--- src/rtl/f5_truth_scanner.sv ---
// f5_truth_scanner: on-chip stimulus/capture sweep around the f5 decoder block.
// Drives the disabled step, then all 16 enabled codes, samples f at the end of
// each step, and compares the assembled truth vector against an expected one.
module f5_truth_scanner #(
  parameter int SETTLE = 4,
  parameter int CNT_W  = 8
) (
  input  logic        clk,
  input  logic        rst_n,
  input  logic        start,
  input  logic [15:0] expected,
  input  logic        f,
  output logic        c,
  output logic        d,
  output logic        c1,
  output logic        d1,
  output logic        en,
  output logic        busy,
  output logic        done,
  output logic [15:0] truth,
  output logic        dis_f,
  output logic        pass
);

  // A settle time of 0 would leave no cycle for f5 to respond, so it acts as 1.
  localparam int              SETTLE_EFF = (SETTLE < 1) ? 1 : SETTLE;
  localparam logic [CNT_W-1:0] CNT_LOAD  = CNT_W'(SETTLE_EFF - 1);

  typedef enum logic [1:0] {
    S_IDLE,
    S_DIS,
    S_SCAN,
    S_DONE
  } state_t;

  state_t           state_q, state_d;
  logic [CNT_W-1:0] cnt_q, cnt_d;
  logic [3:0]       code_q, code_d;
  logic             en_q, en_d;
  logic             busy_q, busy_d;
  logic             done_q, done_d;
  logic [15:0]      truth_q, truth_d;
  logic             dis_f_q, dis_f_d;
  logic             pass_q, pass_d;
  logic [15:0]      exp_q, exp_d;
  logic             step_end;

  // The counter runs down from SETTLE-1; zero marks the last cycle of a step,
  // which is the cycle whose closing edge samples f.
  assign step_end = (cnt_q == '0);

  // Next-state, drive and capture logic for the sweep controller.
  always_comb begin
    state_d = state_q;
    cnt_d   = cnt_q;
    code_d  = code_q;
    en_d    = en_q;
    busy_d  = busy_q;
    done_d  = 1'b0;
    truth_d = truth_q;
    dis_f_d = dis_f_q;
    pass_d  = pass_q;
    exp_d   = exp_q;

    case (state_q)
      S_IDLE: begin
        en_d   = 1'b0;
        code_d = 4'd0;
        if (start) begin
          exp_d   = expected;
          truth_d = 16'd0;
          dis_f_d = 1'b0;
          pass_d  = 1'b0;
          cnt_d   = CNT_LOAD;
          busy_d  = 1'b1;
          state_d = S_DIS;
        end
      end

      S_DIS: begin
        if (step_end) begin
          // With en low, a healthy f5 must hold f at 0.
          dis_f_d = f;
          en_d    = 1'b1;
          code_d  = 4'd0;
          cnt_d   = CNT_LOAD;
          state_d = S_SCAN;
        end else begin
          cnt_d = cnt_q - 1'b1;
        end
      end

      S_SCAN: begin
        if (step_end) begin
          truth_d[code_q] = f;
          cnt_d           = CNT_LOAD;
          if (code_q == 4'hF) begin
            // Final sample: compare using the vector including this last bit.
            en_d    = 1'b0;
            code_d  = 4'd0;
            busy_d  = 1'b0;
            done_d  = 1'b1;
            pass_d  = (truth_d == exp_q) && !dis_f_q;
            state_d = S_DONE;
          end else begin
            code_d = code_q + 4'd1;
          end
        end else begin
          cnt_d = cnt_q - 1'b1;
        end
      end

      S_DONE: begin
        en_d    = 1'b0;
        code_d  = 4'd0;
        state_d = S_IDLE;
      end

      default: begin
        state_d = S_IDLE;
      end
    endcase
  end

  // State and result registers; reset clears everything so no partial sweep survives.
  always_ff @(posedge clk) begin
    if (!rst_n) begin
      state_q <= S_IDLE;
      cnt_q   <= '0;
      code_q  <= 4'd0;
      en_q    <= 1'b0;
      busy_q  <= 1'b0;
      done_q  <= 1'b0;
      truth_q <= 16'd0;
      dis_f_q <= 1'b0;
      pass_q  <= 1'b0;
      exp_q   <= 16'd0;
    end else begin
      state_q <= state_d;
      cnt_q   <= cnt_d;
      code_q  <= code_d;
      en_q    <= en_d;
      busy_q  <= busy_d;
      done_q  <= done_d;
      truth_q <= truth_d;
      dis_f_q <= dis_f_d;
      pass_q  <= pass_d;
      exp_q   <= exp_d;
    end
  end

  // Code bit order into f5: c is the LSB, d1 the MSB.
  assign c     = code_q[0];
  assign d     = code_q[1];
  assign c1    = code_q[2];
  assign d1    = code_q[3];
  assign en    = en_q;
  assign busy  = busy_q;
  assign done  = done_q;
  assign truth = truth_q;
  assign dis_f = dis_f_q;
  assign pass  = pass_q;

endmodule
--- config.mk ---
export PLATFORM = sky130hd
export DESIGN_NAME = f5_truth_scanner
export DESIGN_NICKNAME = d
export VERILOG_FILES = /design/src/rtl/f5_truth_scanner.sv
export SDC_FILE = /design/constraint.sdc
export NUM_CORES = 1
export LEC_CHECK = 0
export ABC_AREA = 1
export BUFFER_PORTS_ARGS = -buffer_cell sky130_fd_sc_hd__buf_2
export CORE_MARGIN = 10
export CORE_UTILIZATION = 61
export CTS_BUF_LIST = sky130_fd_sc_hd__clkbuf_16
export DETAILED_ROUTE_END_ITERATION = 10
export HOLD_SLACK_MARGIN = 0.03
export PLACE_DENSITY = 0.85
export SYNTH_ARGS = -nofsm -noshare
export SYNTH_HDL_FRONTEND = slang
export SYNTH_SLANG_ARGS = --single-unit
--- constraint.sdc ---
create_clock -name clk -period 4.6 [get_ports clk]
set_input_delay 0.23 -clock clk [delete_from_list [all_inputs] [get_ports clk]]
set_output_delay 0.23 -clock clk [all_outputs]
set_load 0.01 [all_outputs]
Word level (Yosys, flattened, before mapping)
Index checks and enable logic that the tools add are counted.
{"block": "totals", "memories": 0, "ram_bits": 0, "out_inout_bits": 25, "latchBits": 0, "romBits": 0, "word_cells": 73, "regBits": 51}
{"block": "classes", "muxes": 31, "shift": 0, "div": 0, "multipliers": 0, "n_eq_ne": 9, "reduce_logical": 19, "n_addsub": 2, "magnitude_cmp": 2, "bitwise_logic": 0}
{"op": "$mux W16", "count": 2}
{"op": "$pmux W16 S2", "count": 1}
{"op": "$bwmux W16", "count": 1}
{"op": "$eq A16 B16 Y1", "count": 1}
{"op": "$mux W8", "count": 2}
{"op": "$pmux W8 S2", "count": 1}
{"op": "$mux W4", "count": 3}
{"op": "$pmux W4 S3", "count": 1}
{"op": "$reduce_and A3 Y1", "count": 4}
{"op": "$mux W1", "count": 10}
{"op": "$logic_not A8 Y1", "count": 1}
{"op": "$mux W2", "count": 4}
{"op": "$ne A2 B2 Y1 const B", "count": 4}
{"op": "$pmux W2 S4", "count": 1}
{"op": "$reduce_and A4 Y1", "count": 2}
{"op": "$sub A8 B1 Y8 const B", "count": 1}
{"op": "$pmux W1 S2", "count": 3}
{"op": "$reduce_and A2 Y1", "count": 3}
{"op": "$reduce_bool A2 Y1", "count": 3}
{"op": "$lt A4 B5 Y1 const B", "count": 1}
{"op": "$add A4 B1 Y4 const B", "count": 1}
{"op": "$demux W1 S4", "count": 1}
{"op": "$eq A2 B2 Y1 const B", "count": 2}
{"op": "$eq A4 B4 Y1 const B", "count": 1}
{"op": "other kinds (7)", "count": 9}

Logic depth before layout (Yosys ltp)
Gate-level depths: netlist (run 1).
{"block": "logic_depth", "word_depth": 10, "mapped_depth": 13, "mapped_depth_nobuf": 12}

Worst setup path before layout (run 1)
Ideal clock, no wire load.
{"block": "synth_timing", "kind": "reg2reg", "startpoint": "register state_q[0]", "endpoint": "register cnt_q[7]", "setup_ns": 0.118, "t_arrival_ns": 1.617, "required_time_ns": 4.482, "period_less_slack_ns": 1.735, "path_buffers": 0, "setup_slack_ns": 2.865, "path_stages_with_launch": 11, "cell_sequence": "dfxtp_1 inv_1 ha_1 inv_1 o21ai_2 nand3_1 nor2_1 nand2_1 or2_0 o21bai_1 a21oi_1"}
{"block": "synth_between", "elab_chain_len": 4, "word_cells_on_any_way": 8, "classes_between": "eq/ne (3); mux (1); reduce/logical (4)"}
{"element": "start, declared", "line": "36", "rtl": "state_t state_q, state_d;"}
{"element": "start signal, assigned", "line": "139", "rtl": "state_q <= state_d;"}
{"element": "$eq A2 B2 Y1 / $eq A2 B1 Y1 (equally long branches)", "line": "65", "rtl": "case (state_q)"}
{"element": "$reduce_or A2 Y1 (no line)"}
{"element": "$reduce_bool A2 Y1 (no line)"}
{"element": "$reduce_and A2 Y1 (no line)"}
{"element": "end signal, assigned", "line": "140", "rtl": "cnt_q <= cnt_d;"}
{"element": "end, declared", "line": "37", "rtl": "logic [CNT_W-1:0] cnt_q, cnt_d;"}
Parallel ways exist; a longest one is shown, timed or not.
A chain may end at the register's enable or synchronous reset.

Worst setup path in the final report (run 1)
{"block": "layout_timing", "startpoint": "register state_q[1]", "endpoint": "register cnt_q[7]"}
The elaborated chain is that of the path after synthesis.

==> results of run 1 <==
==> cells in the mapped netlist, drive strengths merged <==
cell type	count	share of area, %
nand3	54	9.7
clkinv	3	0.41
nor3	4	1.1
dfxtp	51	37
inv	46	6.2
o211ai	6	1.6
buf	7	1.4
o21bai	1	0.27
xnor2	1	0.32
nor2	28	4.1
a31oi	2	0.45
a21oi	46	8.3
or2	2	0.45
clkbuf	9	1.2
o21ai	30	5.7
nand4	6	1.4
nand3b	1	0.27
o32ai	1	0.32
xor2	2	0.63
nand2	108	15
ha	10	4.5
==> final cells by class <==
| class | count | area share (%) |
|---|---|---|
| clock buffer | 5 | 3.99 |
| clock inverter | 3 | 0.639 |
| inverter | 49 | 5.87 |
| multi-input combinational | 302 | 47.8 |
| sequential | 51 | 32.6 |
| tap | 52 | 2.08 |
| timing repair buffer | 44 | 7.03 |
==> flip-flops by register name (all words and copies together) (netlist names) <==
| register | count |
|---|---|
| truth | 16 |
| dis_f | 1 |
| exp_q | 16 |
| pass | 1 |
| done | 1 |
| state_q | 2 |
| code_q | 4 |
| cnt_q | 8 |
| en | 1 |
| busy | 1 |
==> cells by family (layout without fill, tap and decap cells) <==
group | count (synthesis) | in the layout | share of synthesized area (%)
AND/OR/NAND/NOR | 203 | 203 | 31.9
AO/OA/AOI/OAI | 86 | 86 | 16.6
buffers and inverters | 65 | 101 | 9.20
flip-flops | 51 | 51 | 36.8
adder cells (fa/ha/maj) | 10 | 10 | 4.51
XOR/XNOR | 3 | 3 | 0.947
==> power groups by stage <==
stage / Sequential [uW] / Clock (uW) / Combinational (uW)
after floorplan: 582 / 0 / 514
after global placement: 585 / 0 / 634
after detailed placement: 589 / 0 / 656
after CTS: 580 / 369 / 660
after global routing: 591 / 385 / 754
final: 580 / 365 / 659
==> path summary, 6_finish.rpt <==
path                                         startpoint                    end  slack (ns)  depth (start not counted)
worst min register to register        busy$_SDFFE_PN0P_      busy$_SDFFE_PN0P_        0.47                          2
worst min-delay path                        expected[7]  exp_q[7]$_SDFFE_PN0P_        0.21                          3
worst max-delay path            state_q[1]$_SDFFE_PN0P_  cnt_q[7]$_SDFFE_PN0P_        2.38                         10
worst max register to register  state_q[1]$_SDFFE_PN0P_  cnt_q[7]$_SDFFE_PN0P_        2.38                         10
==> tightest hold or removal path, stage by stage <==
cell	delay, ns
sky130_fd_sc_hd__buf_2	0.07
sky130_fd_sc_hd__o21ai_0	0.07
sky130_fd_sc_hd__a21oi_1	0.10
==> per-stage QoR <==
step,instance area (um2),cells,util [%],worst slack [ns]
floorplan,2770,418,-,2.87
global placement,2990,498,68.2,2.49
detailed placement,2990,498,68.2,2.38
CTS,3130,506,71.5,2.37
global route,3130,506,71.5,2.13
finish,3130,506,71.5,2.38
==> routing by layer <==
metal	wire length, um	vias up	global-route usage (%)
met5	0	-	0
met4	103	0	6.96
met3	586	8	4.87
met2	3300	111	30.4
met1	3190	1277	23.6
li1	-	1449	-
==> results by stage, run 1 <==
Timing:
- For the final routed database, the setup TNS stands at 0 ns.
- For the pin with the worst max-slew slack, the measured transition is roughly 0.74 ns.
- The setup violation total in the final timing report is 0.
- The max-slew headroom at the worst pin is between 50% and 60%.
- The number of slew-limit violations in the final report is 0.
- The fraction of the cycle the final worst path needs is 48.2%.
- The worst hold-check slack is about 0.21 ns.
- The final hold violation count came to 0.
- Static timing analysis puts the maximum clock frequency at around 450 MHz.
- The worst-case clock skew is 0.00793 ns.
- The worst path needs around 2.2 ns of the cycle, external delays included.
- Setup repair after global routing left no endpoint under its margin.

Power and ir drop:
- Across the VDD grid, the largest voltage drop is between 400 and 500 uV.
- The proportion of power drawn by flip-flops and latches is 36.2%.
- The internal power of the cells totals 939 uW.
- The switching fraction of total power is 41.5%.
- The static power due to leakage is approximately 0.0013 uW.
- Summing internal, switching and leakage power gives ~1600 uW.
- The net switching power is roughly 660 uW.
- Dividing total power by cell area gives a power density of a little over 500 mW/mm2.
- The combinational cell fraction of total power is about two fifths.
- The clock network power share is a little under a quarter.

Logic synthesis:
- The number of storage elements in the synthesis netlist is between 50 and 60.
- The share of the yosys chip area belonging to registers is a little under two fifths.
- The netlist area before placement is roughly 0.0028 mm2.
- The post-synthesis net count is around 450.
- The number of different library cells used by synthesis comes to 29.
- Each instance of the synthesized netlist takes up on average 6.64 um2.
- The number of synthesis warnings is 0.
- The instance count of the mapped netlist is about 420.

Floorplanning:
- For this configuration, the core starts out at a cell density of around 63%.
- The count of standard-cell rows is 24.
- In this run the standard cell core region covers 0.00438 mm2.
- The die covers roughly 0.0076 mm2.
- The I/O pin count is 45.
- The floorplan step set the die width to a little under 90 um.
- The die is 87.4 um tall.

Detailed routing:
- In the final routed layout, each cell accounts on average for 14.2 um.
- The count of nets left with antenna violations once routing finished came out at 0.
- Summed over all layers, the routed wires come to between 7000 and 8000 um.
- After detailed routing, the number of remaining DRC violations is 0.
- The average via count per standard cell is between 5 and 6.
- The total number of vias is 2845.
- The number of search-and-repair iterations in the first detailed-routing pass is 5.
- In this run, the number of DRC markers left after iteration 0 of detailed routing was 258.

GRT:
- The via count of the first global-routing pass was between 2000 and 3000.
- Summed over all layers, the global routing overflow is 0.
- The wire length of the first global-routing pass is ~12000 um.
- The initial antenna violation count is 0.
- Entering global routing, the biggest net connects 34 pins.
- The total track usage is roughly a fifth.

Worst setup path:
- The required time at the endpoint of the critical path is approximately 4.8 ns.
- The count of buffering cells on the critical path with inverters included is 1.
- The arrival time at the worst endpoint is around 2.4 ns.
- The slowest library cell on the worst path is sky130_fd_sc_hd__nand2_2.
- The start-to-end type of the worst setup path is reg2reg.
- On the worst path, the slowest cell contributes a delay of ~0.37 ns.
- The cell class contributing the biggest share of worst-path delay is simple AND/OR/NAND/NOR gates.
- Of all nets on the critical path, the largest fanout is 33.
- The critical path capture point type is a flop.
- The critical path goes through inv_1 -> ha_1 -> nand2_2 -> o21ai_2 -> nand3_1 -> nor2_1 -> nand2_1 -> or2_0 -> o21bai_1 -> a21oi_1.
- The sort of element at the start of the critical path is a flop.

Worst hold path:
- The class of the tightest hold or removal check is in2reg.

Cells and area:
- From synthesis to final layout, the design area changed by 12.9%.
- The multi-input logic area is ~0.0015 mm2.
- The most common cell after layout, fill and taps aside is sky130_fd_sc_hd__nand2_1.
- The area of all sequential standard cells is between 0.001 and 0.0015 mm2.
- Leaving out fill and tap cells, the most frequent cells in the layout are sky130_fd_sc_hd__nand2_1, sky130_fd_sc_hd__nand3_1, sky130_fd_sc_hd__dfxtp_1, sky130_fd_sc_hd__a21oi_1, sky130_fd_sc_hd__buf_2.
- The filler cells instantiated in the layout total 369.
- The number of antenna repair diodes is 0.
- The count of nets after finishing is 483.
- The ratio of cells with drive above 1 in the final layout is 14.5%.

Clock tree:
- Clock-pin slew was measured on the worst setup and hold paths at 0.07 ns.
- The H-tree was split into 2 levels.
- The insertion delay of the later-clocked pin in the worst-skew pair is between 0.2 and 0.3 ns.
- The number of setup buffers added after CTS is 0.
- Buffers inserted to repair hold after CTS numbered 0.
- The number of gates resized after cts is 0.
- The number of clock buffers added by TritonCTS is 5.
- TritonCTS built the clock tree.
- The clock passes through at most 2 buffers.
- Counting every sink on the clock net gives 51.
- The clock root buffer is sky130_fd_sc_hd__clkbuf_16.

Place:
- The final weighted congestion of routability-driven global placement is 0.883.
- Detailed placement finished with a half-perimeter wire length of roughly 5200 um.
- Port buffering added 44 buffers.

Flow run:
- The count of max-cap constraint violations is 0.

Status:
- The flow ran to the end, and the final reports show no timing, DRC or antenna violations.
No activity file was read; power rests on OpenSTA's default activity.
==> run 2: changes to the inputs <==
--- a/config.mk
+++ b/config.mk
@@ -5,14 +5,14 @@
 export SDC_FILE = /design/constraint.sdc
 export NUM_CORES = 1
 export LEC_CHECK = 0
-export ABC_AREA = 1
+export ABC_AREA = 0
 export BUFFER_PORTS_ARGS = -buffer_cell sky130_fd_sc_hd__buf_2
 export CORE_MARGIN = 10
-export CORE_UTILIZATION = 61
+export CORE_UTILIZATION = 51
 export CTS_BUF_LIST = sky130_fd_sc_hd__clkbuf_16
 export DETAILED_ROUTE_END_ITERATION = 10
 export HOLD_SLACK_MARGIN = 0.03
-export PLACE_DENSITY = 0.85
+export PLACE_DENSITY = 0.76
 export SYNTH_ARGS = -nofsm -noshare
 export SYNTH_HDL_FRONTEND = slang
 export SYNTH_SLANG_ARGS = --single-unit
==> constraint.sdc (replaced) <==
create_clock -name clk -period 1.8 [get_ports clk]
set_input_delay 0.09 -clock clk [delete_from_list [all_inputs] [get_ports clk]]
set_output_delay 0.09 -clock clk [all_outputs]
set_load 0.01 [all_outputs]
==> results by stage, run 2 <==
Logic synthesis:
- Yosys attributes the largest share of cell area to sky130_fd_sc_hd__dfxtp_1, sky130_fd_sc_hd__nand2_1, sky130_fd_sc_hd__a21boi_0.
- The number of storage elements in the synthesis netlist is 51 (unchanged).
- The number of synthesis warnings came to 0 (unchanged).
- The average footprint of a synthesized cell is 8.30 um2 (+25%).
- The library cell with the highest instance count after synthesis is sky130_fd_sc_hd__nand2_1.
- The share of the yosys chip area belonging to registers came to 34.2% (-2.6 points).
- The instance count of the mapped netlist is 360 (-14%).
- The cell type contributing the most total cell area after synthesis is sky130_fd_sc_hd__dfxtp_1.
- The share of synthesized flip-flops with an asynchronous set or reset is 0% (unchanged).
- The distinct cell type count after synthesis came to 54 (+86%).
- The number of synthesized flops with an enable pin is 0 (unchanged).
- For this run, the leading register cell type out of synthesis is sky130_fd_sc_hd__dfxtp_1.
- The post-synthesis net count is 390 (-13%).
- The netlist area before placement is 0.00299 mm2 (+7.7%).
- The share of Yosys cell area claimed by the top area cell type was 34.2% (-2.6 points).
- The commonest cells after synthesis are sky130_fd_sc_hd__nand2_1, sky130_fd_sc_hd__dfxtp_1, sky130_fd_sc_hd__a21boi_0.

Worst setup path:
- The required time at the endpoint of the critical path is 2.00 ns (-2.78 ns).
- The critical path capture point type is a flop.
- Traced cell by cell, the critical path runs through inv_2 -> ha_4 -> and3b_1 -> buf_4 -> a311oi_2 -> nand4_1 -> or4_4 -> o31ai_2.
- The sort of element at the start of the critical path is a flop.
- The arrival time at the worst endpoint is 2.29 ns (-0.11 ns).
- The cell family contributing the most delay on the critical path is simple AND/OR/NAND/NOR gates.
- The reg2reg setup slack is -0.29 ns (-2.67 ns).
- The maximum single-stage delay on the critical path is 0.52 ns (+0.15 ns).
- The highest net fanout along the worst path is 5 (-85%).
- The slowest stage of the critical path belongs to the cell sky130_fd_sc_hd__or4_4.
- The count of buffering cells on the critical path with inverters included came to 2 (+1).
- By startpoint and endpoint, the worst setup path is classified as reg2reg.

Status:
- The final reports fail on negative setup slack.
- The flow ran to the end, but the final reports show violations.

GRT:
- The via count of the first global-routing pass was 2809 (+3.6%).
- The total congestion overflow is 0 (unchanged).
- The total track usage was 18.2% (-0.68 points).
- The initial antenna violation count is 0 (unchanged).
- The largest net degree at the start of global routing was 48 (+41%).
- The wire length of the first global-routing pass is 13600 um (+13%).

Clock tree:
- The insertion delay of the later-clocked pin in the worst-skew pair came to 0.29 ns (about the same).
- The cell sitting at the root of the clock tree is a sky130_fd_sc_hd__clkbuf_16.
- The clock sink count is 51 (unchanged).
- The maximum buffer depth of the clock tree is 2 (unchanged).
- The total CTS buffers is 5 (unchanged).
- The clock tree from TritonCTS is built.
- The clock-pin slew on the worst setup and hold paths is 0.07 ns (about the same).
- The cts-stage hold buffer count came to 0 (unchanged).
- The number of levels in the clock H-tree is 2 (unchanged).

Timing:
- The slew at the pin closest to its max-slew limit is 0.406 ns (-0.339 ns).
- Setup repair after global routing could not meet its margin everywhere.
- The final critical-path setup slack came to -0.287 ns (-2.67 ns).
- The worst-case clock skew is 0.00935 ns (+0.00142 ns).
- The highest clock frequency the design can meet is 479 MHz (+6.2%).
- The setup violation total in the final timing report is 1 (+1).
- The fraction of the cycle the final worst path needs is 116% (+68 points).
- The total negative slack is -0.287 ns (-0.287 ns).
- The worst hold-check slack was 0.0425 ns (-0.167 ns).
- The final hold violation count is 0 (unchanged).
- The minimum period implied by the final worst setup slack is 2.09 ns (-0.130 ns).
- The max-slew headroom at the worst pin came to 73.0% (+23 points).
- The number of slew-limit violations in the final report is 0 (unchanged).

Place:
- The quantity of I/O buffers inserted on ports is 44 (unchanged).
- The area after detailed placement came to 0.00371 mm2 (+24%).
- The final weighted congestion of routability-driven global placement is 0.951 (+7.7%).
- The half-perimeter wire length after placement was 6250 um (+20%).

Worst hold path:
- The class of the tightest hold or removal check is in2reg.

Cells and area:
- The ratio of cells with drive above 1 in the final layout was 33.3% (+19 points).
- The fill cell instance count of the final layout was 454 (+23%).
- The area growth from synthesis to layout is 31.2%.
- The multi-input logic area is 0.00188 mm2 (+26%).
- The area of all sequential standard cells is 0.00103 mm2 (+1.1%).
- The post-route cell area is 0.00392 mm2 (+25%).
- The top cell types in the final layout, fill and taps aside, are sky130_fd_sc_hd__buf_4, sky130_fd_sc_hd__nand2_1, sky130_fd_sc_hd__dfxtp_1, sky130_fd_sc_hd__buf_2, sky130_fd_sc_hd__a21boi_0.
- The number of antenna repair diodes came to 0 (unchanged).
- The count of nets after finishing is 483 (unchanged).
- Leaving out fill and tap cells, the most frequent cell in the layout is sky130_fd_sc_hd__buf_4.

Power and ir drop:
- The static power due to leakage is 0.00168 uW (+25%).
- The power per cell area came to 1250 mW/mm2 (+150%).
- The maximum resistive drop on vdd was 1360 uV (+230%).

Detailed routing:
- The post-detailed-routing wire length is 8360 um (+16%).
- The number of search-and-repair iterations in the first detailed-routing pass is 4 (-1).
- The initial DRC count came to 217 (-16%).
- The average via count per standard cell was 5.49 (-2.4%).
- The DRC violation count after routing came to 0 (unchanged).
- The total number of vias is 2887 (+1.5%).
- The number of antenna-violating nets in the routed design is 0 (unchanged).
- The detail-routed net length per standard cell was 15.9 um (+12%).

Floorplanning:
- The effective utilization at floorplan is 53.3% (-10 points).
- The die width was 96.5 um (+10%).
- The I/O pin count is 45 (unchanged).
- The vertical die dimension is 96.5 um (+10%).
- The floorplan core area was 0.00561 mm2 (+28%).
- The area enclosed by the die boundary is 0.00932 mm2 (+22%).
- The count of standard-cell rows was 27 (+13%).

Flow run:
- The count of max-cap constraint violations was 0 (unchanged).
-- run 2: changes by cell type after synthesis, sizes merged, moves of 12 or more --
cell,before,now
a21boi,0,26
nand2,108,54
a22oi,0,14
a21oi,46,9
mux2i,0,12
nand3,54,9
inv,46,10
nor2b,0,17
-- run 2: per-layer routing --
metal	vias to the layer above	wire [um]	track usage (%)
met4	0	76	5.69
li1	1442	-	-
met3	6	652	4.16
met5	-	0	0
met2	87	3990	29.6
met1	1352	3640	23.5
-- run 2: worst reg2reg max path: stages (launching register included) --
cell                       delay, ns
sky130_fd_sc_hd__dfxtp_4        0.38
sky130_fd_sc_hd__inv_2          0.06
sky130_fd_sc_hd__ha_4           0.15
sky130_fd_sc_hd__and3b_1        0.21
sky130_fd_sc_hd__buf_4          0.15
sky130_fd_sc_hd__a311oi_2       0.24
sky130_fd_sc_hd__nand4_1        0.12
sky130_fd_sc_hd__or4_4          0.52
sky130_fd_sc_hd__o31ai_2        0.18
-- run 2: layout make-up --
class,count,area share (%)
repair buffers,108,18.6
inverters,10,0.958
clock buffers,5,3.19
clock inverters,3,0.511
flip-flops and latches,51,26.3
well taps,72,2.30
multi-input cells,277,48.1
-- run 2: what timing repair did --
action,CTS,global route
pin swaps,2,3
resized for setup,6,19
setup endpoints to repair,10,22
setup buffers,0,0
-- run 2: logic make-up (layout without fill, tap and decap cells) --
group / Yosys count / count (layout) / share of synthesized area [%]
flip-flops: 51 / 51 / 34.2
adder cells (fa/ha/maj): 10 / 10 / 4.19
AO/OA/AOI/OAI: 89 / 89 / 20.1
AND/OR/NAND/NOR: 149 / 149 / 27.1
XOR/XNOR: 17 / 17 / 4.99
buffers and inverters: 32 / 126 / 5.40
multiplexers: 12 / 12 / 4.02
-- run 2: worst paths after layout --
| path | endpoint | depth (start not counted) | startpoint |
|---|---|---|---|
| hold / removal | exp_q[2]$_SDFFE_PN0P_ | 3 | expected[2] |
| setup / recovery | pass$_SDFFE_PN0P_ | 8 | code_q[0]$_SDFFE_PN0P_ |
| hold reg to reg | exp_q[1]$_SDFFE_PN0P_ | 2 | exp_q[1]$_SDFFE_PN0P_ |
| setup reg to reg | pass$_SDFFE_PN0P_ | 8 | code_q[0]$_SDFFE_PN0P_ |
-- run 2: report_power, final --
part	switching, uW	total (uW)	internal (uW)
registers	173	1500	1330
logic	1270	2470	1200
clock network	426	939	513
-- run 2: per-stage QoR --
stage	total power, uW	worst slack, ns	cells	util (%)
after floorplan	2840	-0.240	360	-
after global placement	3740	-0.281	518	66.2
after detailed placement	3800	-0.347	518	66.2
after CTS	4790	-0.290	526	69.0
after global routing	5280	-0.331	526	69.9
final	4920	-0.287	526	69.9
